### config.mk
export PLATFORM = sky130hd
export DESIGN_NAME = apb3_requester_core
export DESIGN_NICKNAME = d
export VERILOG_FILES = /design/src/rtl/apb3_pkg.sv /design/src/rtl/apb3_wait_timer.sv /design/src/rtl/apb3_requester_core.sv
export SDC_FILE = /design/constraint.sdc
export NUM_CORES = 1
export LEC_CHECK = 0
export BUFFER_PORTS_ARGS = -buffer_cell sky130_fd_sc_hd__buf_2
export CORE_MARGIN = 2
export CORE_UTILIZATION = 45
export DETAILED_ROUTE_END_ITERATION = 8
export MAX_ROUTING_LAYER = met4
export PLACE_DENSITY = 0.76
export SYNTH_ARGS = -nofsm -noshare
export SYNTH_HDL_FRONTEND = slang
export SYNTH_SLANG_ARGS = --single-unit
### constraint.sdc
create_clock -name clk -period 5.5 [get_ports clk]
set_clock_uncertainty 0.15 [all_clocks]
set_input_delay 1.1 -clock clk [delete_from_list [all_inputs] [get_ports clk]]
set_output_delay 1.1 -clock clk [all_outputs]
set_load 0.01 [all_outputs]
### src/rtl/apb3_pkg.sv
// Shared APB3 types: FSM state encoding, default bus widths and a width helper for the wait timer.
package apb3_pkg;

    localparam int unsigned APB3_ADDR_W = 32;
    localparam int unsigned APB3_DATA_W = 32;

    typedef logic [APB3_ADDR_W-1:0] apb3_addr_t;
    typedef logic [APB3_DATA_W-1:0] apb3_data_t;

    typedef enum logic [1:0] {
        ST_IDLE   = 2'd0,
        ST_SETUP  = 2'd1,
        ST_ACCESS = 2'd2,
        ST_RESP   = 2'd3
    } apb3_state_e;

    // A disabled timer (0 cycles) still needs a 1-bit counter to stay legal.
    function automatic int unsigned timer_width(input int unsigned cycles);
        return (cycles == 0) ? 1 : $clog2(cycles + 1);
    endfunction

endpackage

### src/rtl/apb3_wait_timer.sv
// Counts ACCESS cycles of one transfer; expired flags the last allowed cycle without pready.
module apb3_wait_timer
    import apb3_pkg::*;
#(
    parameter int unsigned TimeoutCycles = 256
) (
    input  logic clk,
    input  logic rst_n,
    input  logic clear,
    input  logic enable,
    output logic expired
);

    localparam int unsigned    CntW    = timer_width(TimeoutCycles);
    localparam bit             TimerOn = (TimeoutCycles != 0);
    localparam logic [CntW-1:0] CntLast = CntW'((TimeoutCycles > 0) ? TimeoutCycles - 1 : 0);
    localparam logic [CntW-1:0] CntMax  = CntW'(TimeoutCycles);

    logic [CntW-1:0] count_q;
    logic [CntW-1:0] count_d;

    always_comb begin
        count_d = count_q;
        if (clear) begin
            count_d = '0;
        end else if (enable && (count_q != CntMax)) begin
            count_d = count_q + CntW'(1);
        end
    end

    always_ff @(posedge clk or negedge rst_n) begin
        if (!rst_n) begin
            count_q <= '0;
        end else begin
            count_q <= count_d;
        end
    end

    // count_q holds completed ACCESS cycles, so the current one is the N-th when count_q == N-1.
    assign expired = TimerOn && enable && (count_q == CntLast);

endmodule

### src/rtl/apb3_requester_core.sv
// APB3 requester: one command in, one SETUP/ACCESS transfer out, one response back, with wait-state timeout.
module apb3_requester_core
    import apb3_pkg::*;
#(
    parameter int unsigned AddressWidth  = APB3_ADDR_W,
    parameter int unsigned DataWidth     = APB3_DATA_W,
    parameter int unsigned TimeoutCycles = 256
) (
    input  logic                    clk,
    input  logic                    rst_n,
    input  logic                    cmd_valid,
    output logic                    cmd_ready,
    input  logic [AddressWidth-1:0] cmd_addr,
    input  logic                    cmd_write,
    input  logic [DataWidth-1:0]    cmd_wdata,
    output logic                    rsp_valid,
    input  logic                    rsp_ready,
    output logic [DataWidth-1:0]    rsp_rdata,
    output logic                    rsp_error,
    output logic                    rsp_timeout,
    output logic [AddressWidth-1:0] paddr,
    output logic                    pselx,
    output logic                    penable,
    output logic                    pwrite,
    output logic [DataWidth-1:0]    pwdata,
    input  logic                    pready,
    input  logic [DataWidth-1:0]    prdata,
    input  logic                    pslverr
);

    apb3_state_e             state_q, state_d;
    logic                    cmd_ready_q, cmd_ready_d;
    logic                    rsp_valid_q, rsp_valid_d;
    logic                    pselx_q, pselx_d;
    logic                    penable_q, penable_d;
    logic                    pwrite_q, pwrite_d;
    logic [AddressWidth-1:0] paddr_q, paddr_d;
    logic [DataWidth-1:0]    pwdata_q, pwdata_d;
    logic [DataWidth-1:0]    rsp_rdata_q, rsp_rdata_d;
    logic                    rsp_error_q, rsp_error_d;
    logic                    rsp_timeout_q, rsp_timeout_d;

    logic accept;
    logic timer_expired;

    assign accept = cmd_valid && cmd_ready_q;

    apb3_wait_timer #(
        .TimeoutCycles(TimeoutCycles)
    ) u_wait_timer (
        .clk    (clk),
        .rst_n  (rst_n),
        .clear  (accept),
        .enable (state_q == ST_ACCESS),
        .expired(timer_expired)
    );

    always_comb begin
        state_d       = state_q;
        cmd_ready_d   = cmd_ready_q;
        rsp_valid_d   = rsp_valid_q;
        pselx_d       = pselx_q;
        penable_d     = penable_q;
        pwrite_d      = pwrite_q;
        paddr_d       = paddr_q;
        pwdata_d      = pwdata_q;
        rsp_rdata_d   = rsp_rdata_q;
        rsp_error_d   = rsp_error_q;
        rsp_timeout_d = rsp_timeout_q;

        unique case (state_q)
            ST_IDLE: begin
                cmd_ready_d = 1'b1;
                if (accept) begin
                    paddr_d     = cmd_addr;
                    pwrite_d    = cmd_write;
                    pwdata_d    = cmd_wdata;
                    cmd_ready_d = 1'b0;
                    pselx_d     = 1'b1;
                    state_d     = ST_SETUP;
                end
            end
            ST_SETUP: begin
                penable_d = 1'b1;
                state_d   = ST_ACCESS;
            end
            ST_ACCESS: begin
                // pready is checked first so a completion on the final allowed cycle is not a timeout.
                if (pready || timer_expired) begin
                    if (pready) begin
                        rsp_error_d   = pslverr;
                        rsp_rdata_d   = pwrite_q ? '0 : prdata;
                        rsp_timeout_d = 1'b0;
                    end else begin
                        rsp_error_d   = 1'b1;
                        rsp_rdata_d   = '0;
                        rsp_timeout_d = 1'b1;
                    end
                    pselx_d     = 1'b0;
                    penable_d   = 1'b0;
                    rsp_valid_d = 1'b1;
                    state_d     = ST_RESP;
                end
            end
            ST_RESP: begin
                if (rsp_ready) begin
                    rsp_valid_d = 1'b0;
                    cmd_ready_d = 1'b1;
                    state_d     = ST_IDLE;
                end
            end
            default: state_d = ST_IDLE;
        endcase
    end

    always_ff @(posedge clk or negedge rst_n) begin
        if (!rst_n) begin
            state_q       <= ST_IDLE;
            cmd_ready_q   <= 1'b0;
            rsp_valid_q   <= 1'b0;
            pselx_q       <= 1'b0;
            penable_q     <= 1'b0;
            pwrite_q      <= 1'b0;
            paddr_q       <= '0;
            pwdata_q      <= '0;
            rsp_rdata_q   <= '0;
            rsp_error_q   <= 1'b0;
            rsp_timeout_q <= 1'b0;
        end else begin
            state_q       <= state_d;
            cmd_ready_q   <= cmd_ready_d;
            rsp_valid_q   <= rsp_valid_d;
            pselx_q       <= pselx_d;
            penable_q     <= penable_d;
            pwrite_q      <= pwrite_d;
            paddr_q       <= paddr_d;
            pwdata_q      <= pwdata_d;
            rsp_rdata_q   <= rsp_rdata_d;
            rsp_error_q   <= rsp_error_d;
            rsp_timeout_q <= rsp_timeout_d;
        end
    end

    assign cmd_ready   = cmd_ready_q;
    assign rsp_valid   = rsp_valid_q;
    assign pselx       = pselx_q;
    assign penable     = penable_q;
    assign pwrite      = pwrite_q;
    assign paddr       = paddr_q;
    assign pwdata      = pwdata_q;
    assign rsp_rdata   = rsp_rdata_q;
    assign rsp_error   = rsp_error_q;
    assign rsp_timeout = rsp_timeout_q;

endmodule

==> out/results.ini, run 1 <==
[outcome]
outcome = finished clean

[finish]
synthToLayoutAreaGrowth_pct = 37.0
nFillCells = 838
multi_input_area_um2 = 1750
final_common_cell = buf_2
fin_nets = 687
seq_area_um2 = 2850
drive_above_1_share = 0.518
layout_common_cells = buf_2 (204), dfrtp_1 (114), nand2_1 (71)
insertedDiodeCount = 0

[yosys]
synth_area_um2 = 4740
synth_compound_area_frac = 0.0652
synthFlopType = dfrtp_1
synthCells = 372
syn_nets = 481
synth-seq-area-share = 0.602
avgSynthCellArea_um2 = 12.7
ys_ff_latch = 114
synth_top_family_by_area = multiplexers
synth.mux.area_fraction = 0.194
synth_fa_ha_area_frac = 0.0158
synth_cell_type_count = 30
synth_xor_area_frac = 0.00370
synth-simple-area-share = 0.0858
synth-edff-count = 0
synth-async-reset-ratio = 1.00
yosysWarnings = 0

[setup_path]
crit_start = cmd_valid
crit_type = in2reg
worstReg2RegEnd = pwdata[25]
critPathArrivalTime_ns = 2.75
cp_top_family = simple AND/OR/NAND/NOR gates
endpoint = pwdata[25]
cp_max_fo = 66
critPathMaxStageDelay_ns = 0.79
r2r-start = state_q[0]
worstSetupEndpointType = flip-flop
reg2reg_depth = 4
crit_chain = buf_2 -> and2_1 -> nand2_4 -> mux2_2
start_kind = primary input
crit_slowest_cell = nand2_4
critical_path_depth = 4
r2r_setup_slack_ns = 3.23
crit_buf_inv = 1
cp.required_ns = 5.73

[place]
dp_hpwl_mm = 7.72
port_buffers = 205
gp_congestion = 0.870

[grt]
antenna_found_initial = 0
grt_pass1_vias = 3700
grt_start_max_net_pins = 82
grt.total_usage = 0.207
grt_overflow_total = 0
grt_pass1_wl_mm = 17.7

[detailed_routing]
postRouteAntennaNets = 0
drt_pre_antenna_iters = 4
drtIter0Drc = 214
wl_mm = 11.2
routedWlPerCell_um = 15.4
post-route-drc-count = 0
vias_per_cell = 4.85
via_count = 3529

[sta]
maxSlewViolCount = 0
fin_crit_sh = 0.457
timing.setup.tns_ns = 0
relSlewSlack = 0.201
finalHoldViolCount = 0
min_period_ns = 2.51
max_freq_mhz = 398
rsz0062_at_grt = no
setup_viol = 0
whs_ns = 0.321
tightest_slew_ns = 1.19

[clocking]
cts_resized = 0
cts_buffer_depth = 2
cts_made_buffers = 17
clk_root_buffer_cell = clkbuf_8
cts_tree = yes
cts_hold_buf = 0
cts.sinks = 114
cts_max_level = 4
clk_latency_ns = 0.50
cts_setup_buffers = 0
clk_pin_slew_ns = 0.06

[floorplanning]
die-area_um2 = 11400
io_pins = 206
start_util = 0.461
fp.coreArea_um2 = 10300
fp.dieW_um = 107
num_rows = 37
die_h_um = 107

[power]
ir_drop_v = 0.000323
p_per_area_nw_per_um2 = 614
leakagePower_uw = 0.00341

[job]
drv_cap = 0

[worst_hold_path]
hp-class = reg2reg
min-delay-start = rsp_rdata[19]

-- state kept, by name, indices dropped and copies added (netlist names) --
name	count
rsp_valid	1
pwdata	32
pwrite	1
pselx	1
rsp_error	1
state_q	2
rsp_timeout	1
u_wait_timer.count_q	9
penable	1
paddr	32
cmd_ready	1
rsp_rdata	32
-- logic make-up after synthesis --
kind of cell,count (synthesis)
multiplexers,69
XOR/XNOR,2
adder cells (fa/ha/maj),6
buffers and inverters,28
AO/OA/AOI/OAI,57
AND/OR/NAND/NOR,96
flip-flops,114
-- power by group --
part | switching [uW] | internal, uW
Sequential | 204 | 1200
Clock | 372 | 828
Combinational | 671 | 706
-- cell type report --
class | instances | share of cell area
sequential | 114 | 0.439
multi-input combinational | 230 | 0.269
timing repair buffer | 207 | 0.161
clock buffer | 23 | 0.0734
clock inverter | 9 | 0.0270
tap | 136 | 0.0262
inverter | 8 | 0.00462
-- synthesized netlist by cell type, types with 4 or more instances --
library cell  count  share of area
mux2_2           26          0.062
mux2i_1           4         0.0084
nand2_1          71          0.056
buf_2             8         0.0084
mux2_4           39           0.12
a21oi_1           8         0.0084
buf_6             6          0.014
clkbuf_1          6         0.0048
dfrtp_1         114           0.60
inv_1             8         0.0063
nor2_1            8         0.0063
o21ai_0          40          0.042
ha_1              6          0.016
-- tightest hold or removal path: stages, from the launching register on --
cell and delay (ns):
dfrtp_1 0.33, nand2_1 0.04, o21ai_0 0.06
-- worst min-delay path by stage --
stage,slack [ns],end,depth (start not counted)
after floorplan,0.36,rsp_rdata[10],2
after global placement,0.31,rsp_rdata[9],2
after detailed placement,0.32,rsp_rdata[9],2
after CTS,0.33,rsp_rdata[9],2
after global routing,0.35,rsp_rdata[29],2
final,0.32,rsp_rdata[19],2
-- per-layer routing --
layer	global-route usage	vias up	share of wire
li1	-	1675	-
met1	0.236	1705	0.42
met2	0.341	141	0.52
met3	0.0663	8	0.051
met4	0.0835	0	0.0094
met5	-	-	0
-- stage by stage --
step	cell area (um^2)	power, uW	util	setup slack (ns)	std cells
after floorplan	4740	2260	-	3.18	372
after global placement	5840	2740	0.568	2.51	695
after detailed placement	5840	2800	0.568	2.46	695
after CTS	6490	4030	0.632	3.02	727
after global routing	6490	4220	0.632	2.95	727
final	6490	3980	0.632	2.99	727
Note: power is estimated with default switching activity, not from simulation.
==> run 2, diff against run 1 <==
--- a/config.mk
+++ b/config.mk
@@ -5,9 +5,10 @@
 export SDC_FILE = /design/constraint.sdc
 export NUM_CORES = 1
 export LEC_CHECK = 0
+export ABC_AREA = 1
 export BUFFER_PORTS_ARGS = -buffer_cell sky130_fd_sc_hd__buf_2
 export CORE_MARGIN = 2
-export CORE_UTILIZATION = 45
+export CORE_UTILIZATION = 43
 export DETAILED_ROUTE_END_ITERATION = 8
 export MAX_ROUTING_LAYER = met4
 export PLACE_DENSITY = 0.76
==> constraint.sdc (replaced) <==
create_clock -name clk -period 2 [get_ports clk]
set_clock_uncertainty 0.15 [all_clocks]
set_input_delay 0.4 -clock clk [delete_from_list [all_inputs] [get_ports clk]]
set_output_delay 0.4 -clock clk [all_outputs]
set_load 0.01 [all_outputs]
==> run 2 against run 1 <==
Effect of this change: via count grew 23%; global-route usage grew 2.2 points; register-to-register slack lost 3.2 ns; highest routed layer unchanged; hold slack lost 0.31 ns; design area grew 19%; total power grew to 2.9 times the previous value; sequential power grew to 2.8 times the previous value.
==> out/results.ini, run 2 <==
[outcome]
outcome = finished clean

[sta]
finalHoldViolCount = 0
fin_crit_sh = 0.976
whs_ns = 0.0148
timing.setup.tns_ns = 0
tightest_slew_ns = 0.366
setup_viol = 0
min_period_ns = 1.95
max_freq_mhz = 512
maxSlewViolCount = 0
relSlewSlack = 0.755
setup_ws_ns = 0.0484

[place]
dp_hpwl_mm = 8.47
port_buffers = 205
dp_slack_ns = 0.0666
gp_congestion = 0.851

[clocking]
clk_latency_ns = 0.50
cts.sinks = 114
cts_tree = yes
clk_root_buffer_cell = clkbuf_8
cts_buffer_depth = 2
cts_made_buffers = 17
clk_pin_slew_ns = 0.05
cts_max_level = 4

[grt]
antenna_found_initial = 0
grt_pass1_vias = 4418
grt_start_max_net_pins = 67
grt.total_usage = 0.229
grt_pass1_wl_mm = 20.6
grt_overflow_total = 0

[finish]
final_common_cell = buf_2
fin_nets = 845
drive_above_1_share = 0.451
synthToLayoutAreaGrowth_pct = 60.1
layout_common_cells = buf_2 (204), dfrtp_1 (114), nand2_1 (101)

[detailed_routing]
wl_mm = 14.1
drtIter0Drc = 455
postRouteAntennaNets = 0
routedWlPerCell_um = 15.8
via_count = 4354
vias_per_cell = 4.89
drt_pre_antenna_iters = 5
post-route-drc-count = 0

[job]
drv_cap = 0

[floorplanning]
start_util = 0.443
fp.dieW_um = 110
io_pins = 206
die-area_um2 = 12100
die_h_um = 110
fp.coreArea_um2 = 10900
num_rows = 38

[yosys]
synthFlopType = dfrtp_1
synthCells = 416
ys_ff_latch = 114
synth-seq-area-share = 0.591
synth-edff-count = 0
synth_area_um2 = 4820
avgSynthCellArea_um2 = 11.6
synth_most_common_cell = dfrtp_1
yosysWarnings = 0
synthTopCellsByCount = dfrtp_1 (114), nand2_1 (103), o21ai_0 (45), mux2_4 (39), mux2_2 (26)
synth_cell_type_count = 21
synth-async-reset-ratio = 1.00
yosysTopAreaCellShare = 0.591
synth_largest_area_cell = dfrtp_1
synth.area.top_cells = dfrtp_1 (59%), mux2_4 (12%), nand2_1 (8.0%)
syn_nets = 525

[power]
ir_drop_v = 0.000870
p_per_area_nw_per_um2 = 1470
leakagePower_uw = 0.00406

[setup_path]
worstSetupEndpointType = flip-flop
cp.required_ns = 2.27
critPathArrivalTime_ns = 2.22
start_kind = flip-flop
cp_max_fo = 16
crit_type = reg2reg

[worst_hold_path]
hp-class = in2reg

run 2: changes by cell type after synthesis, moves of 2 or more:
cell and change:
a21boi_0 -3, a21oi_1 -7, inv_1 +12, mux2i_1 -4
nand2_1 +32, nand3_1 +16, nand4_1 -3, nor2_1 +9
nor2b_1 -3, o21ai_0 +5, or3_1 -3, xor2_1 -2
run 2: worst max-delay path, cell delays in order, from the launching register on:
cell and delay (ns):
dfrtp_1 0.38, ha_2 0.18, nand2_1 0.09, inv_2 0.07, nand2_2 0.08, nor2_2 0.04
ha_2 0.20, o21ai_4 0.21, buf_12 0.16, buf_8 0.15, nand2_1 0.07, o21ai_0 0.08
run 2: layout make-up:
cell class / instances / area, um^2
diodes: 1 / 2.50
clock buffers: 23 / 467
well taps: 140 / 175
repair buffers: 320 / 2230
inverters: 21 / 78.8
multi-input cells: 262 / 1820
clock inverters: 9 / 105
fillers: 734 / 3160
flip-flops and latches: 114 / 2850
run 2: final timing paths:
| check | start | endpoint | slack [ns] | cells after the start |
|---|---|---|---|---|
| worst max-delay path | u_wait_timer.count_q[1] | rsp_rdata[24] | 0.05 | 11 |
| worst min-delay path | prdata[4] | rsp_rdata[4] | 0.01 | 3 |
| worst max register to register | u_wait_timer.count_q[1] | rsp_rdata[24] | 0.05 | 11 |
| worst min register to register | rsp_rdata[17] | rsp_rdata[17] | 0.33 | 2 |
| max in group asynchronous | rst_n | paddr[1] | 1.00 | 3 |
| min in group asynchronous | rst_n | paddr[26] | 0.14 | 2 |
run 2: per-layer routing:
metal | routed length [um] | vias up | global-route usage
li1 | - | 2024 | -
met1 | 5500 | 2113 | 0.253
met2 | 7330 | 182 | 0.390
met3 | 881 | 35 | 0.0575
met4 | 361 | 0 | 0.105
met5 | 0 | - | -
run 2: report_power, final:
group | internal, uW | switching (uW) | total (uW) | leakage, uW
sequential | 3390 | 613 | 4000 | 0.00142
clock | 1860 | 1020 | 2880 | 0.000282
combinational | 2300 | 2180 | 4480 | 0.00236
total | 7550 | 3810 | 11400 | 0.00406
run 2: per-stage QoR:
step           utilization  total power, uW  instance area, um^2  std cells
5_1_grt              0.709            12100                 7720        889
2_1_floorplan            -             6370                 4820        416
4_1_cts              0.697            11200                 7590        882
3_5_place_dp         0.561             8120                 6110        760
3_3_place_gp         0.561             7920                 6110        760
6_report             0.710            11400                 7730        890
run 2: timing repair:
item | in CTS | in global routing
buffers inserted | 0 | 2
endpoints found under the setup margin | 0 | 38
resized for setup | 0 | 10
hold buffers | 90 | 0
hold endpoints to repair | 203 | 0
run 2: cell families (layout without fill, tap and decap cells):
kind of cell / after synthesis / count (layout) / synth area share
and+or+nand+nor: 143 / 143 / 0.119
DFF: 114 / 114 / 0.591
muxes: 65 / 65 / 0.182
AOI/OAI and AO/OA: 48 / 48 / 0.0508
buffers and inverters: 40 / 373 / 0.0415
adders and majority gates: 6 / 6 / 0.0156
other: 0 / 1 / 0
==> run 3, diff against run 2 <==
--- a/config.mk
+++ b/config.mk
@@ -11,7 +11,9 @@
 export CORE_UTILIZATION = 43
 export DETAILED_ROUTE_END_ITERATION = 8
 export MAX_ROUTING_LAYER = met4
-export PLACE_DENSITY = 0.76
+export PLACE_DENSITY = 0.73
+export REMOVE_ABC_BUFFERS = 1
+export SLEW_MARGIN = 40
 export SYNTH_ARGS = -nofsm -noshare
 export SYNTH_HDL_FRONTEND = slang
 export SYNTH_SLANG_ARGS = --single-unit
==> run 3 against run 2 <==
Effect of this change: non-clock buffer count is 9 higher; hold slack better by 0.018 ns; sequential power is 2% higher; design area is 3.1% higher; register-to-register slack worse by 0.04 ns; flip-flop and latch count stayed put; global-route usage is 1.1 points higher; critical endpoint is now rsp_rdata[22]; largest power group unchanged.
==> out/results.ini, run 3 (synthesis gave the netlist of run 2 again) <==
[grt]
grt_start_max_net_pins = 65
grt.total_usage = 0.240
grt_overflow_total = 0
grt_pass1_vias = 4409
grt_pass1_wl_mm = 21.4
antenna_found_initial = 0

[finish]
final_common_cell = buf_2
synthToLayoutAreaGrowth_pct = 65.0
drive_above_1_share = 0.472
fin_area_um2 = 7960
final_cells = 899
layout_common_cells = buf_2 (204), dfrtp_1 (114), dlygate4sd3_1 (97)
nFillCells = 681
fin_nets = 854

[detailed_routing]
vias_per_cell = 4.92
via_count = 4419
post-route-drc-count = 0
drt_pre_antenna_iters = 5
wl_mm = 15.0
routedWlPerCell_um = 16.7
postRouteAntennaNets = 0
drtIter0Drc = 278

[floorplanning]
num_rows = 38
start_util = 0.443
io_pins = 206
die_h_um = 110
die-area_um2 = 12100
fp.coreArea_um2 = 10900
fp.dieW_um = 110

[clocking]
cts_buffer_depth = 2
cts.sinks = 114
cts_max_level = 4
clk_root_buffer_cell = clkbuf_8
clk_pin_slew_ns = 0.05
clk_latency_ns = 0.51
cts_tree = yes
cts_made_buffers = 17

[setup_path]
crit_slowest_cell = dfrtp_1
critPathMaxStageDelay_ns = 0.40
crit_type = reg2reg
cp.required_ns = 2.24
cp_max_fo = 8
start_kind = flip-flop
cp_top_family = adder cells
worstSetupEndpointType = flip-flop
crit_chain = ha_2 -> nand2_2 -> inv_2 -> nand2_2 -> nor2_2 -> ha_2 -> o21ai_4 -> buf_12 -> clkbuf_16 -> nand2_1 -> o21ai_1
critPathArrivalTime_ns = 2.23
crit_buf_inv = 3

[sta]
relSlewSlack = 0.741
whs_ns = 0.0333
maxSlewViolCount = 0
timing.setup.tns_ns = 0
fin_crit_sh = 0.997
tightest_slew_ns = 0.389
setup_viol = 0
finalHoldViolCount = 0
max_freq_mhz = 501
rsz0062_at_grt = yes
min_period_ns = 1.99

[worst_hold_path]
hp-class = in2reg

[power]
p_per_area_nw_per_um2 = 1500
total_power_uw = 11900
leakagePower_uw = 0.00416
ir_drop_v = 0.000884

[place]
port_buffers = 205
gp_congestion = 0.926
place_inst = 759
placed_area_um2 = 6120
dp_hpwl_mm = 8.39

[job]
drv_cap = 0

[outcome]
outcome = finished clean

-- run 3: cell count changes in the layout (fill, tap and decap cells not counted), moves of 4 or more --
| cell | before | now |
|---|---|---|
| dlygate4sd3_1 | 90 | 97 |
| nand2_1 | 101 | 89 |
| nand2_2 | 2 | 12 |
| o21ai_0 | 43 | 17 |
| o21ai_1 | 1 | 22 |
| o21ai_2 | 0 | 4 |
-- run 3: cell type report --
type	count	area [um^2]	area share
flip-flops and latches	114	2850	0.358
repair buffers	329	2350	0.296
multi-input cells	262	1880	0.236
clock buffers	22	463	0.0581
well taps	140	175	0.0220
clock inverters	10	155	0.0195
inverters	21	78.8	0.00990
diodes	1	2.50	0.000314
-- run 3: layer usage --
metal / wire length (um) / track usage
met1: 5680 / 0.267
met2: 7640 / 0.392
met4: 525 / 0.127
met5: 0 / -
met3: 1190 / 0.0688
-- run 3: path summary, 6_finish.rpt --
check / from / end / slack, ns / depth (start not counted)
min: cmd_wdata[28] / pwdata[28] / 0.03 / 2
max reg2reg: u_wait_timer.count_q[1] / rsp_rdata[22] / 0.006 / 11
max: u_wait_timer.count_q[1] / rsp_rdata[22] / 0.006 / 11
max in group asynchronous: rst_n / rsp_rdata[28] / 1.00 / 3
min reg2reg: rsp_rdata[21] / rsp_rdata[21] / 0.33 / 2
min in group asynchronous: rst_n / pwdata[18] / 0.14 / 2
-- run 3: worst reg2reg max path: stages, from the launching register on --
cell	delay, ns
dfrtp_1	0.40
ha_2	0.21
nand2_2	0.06
inv_2	0.09
nand2_2	0.07
nor2_2	0.13
ha_2	0.23
o21ai_4	0.08
buf_12	0.17
clkbuf_16	0.17
nand2_1	0.07
o21ai_1	0.06
-- run 3: power by group --
part	internal (uW)	switching, uW	leakage (uW)
Clock	2110	1010	0.000301
Combinational	2420	2310	0.00243
Sequential	3390	686	0.00142
Total	7920	4000	0.00416
-- run 3: metrics by stage --
step                utilization  worst slack (ns)
detailed placement        0.562            0.0151
global placement          0.562            0.0836
CTS                       0.708         0.0000280
finish                    0.731           0.00585
floorplan                     -             -2.75
global route              0.731           -0.0677
-- run 3: timing repair --
action,4_1_cts,5_1_grt
buffers inserted,0,4
endpoints found under the hold margin,210,0
endpoints found under the setup margin,9,37
cloned,0,6
pin swaps,0,6
hold buffers,97,0
resized for setup,1,57
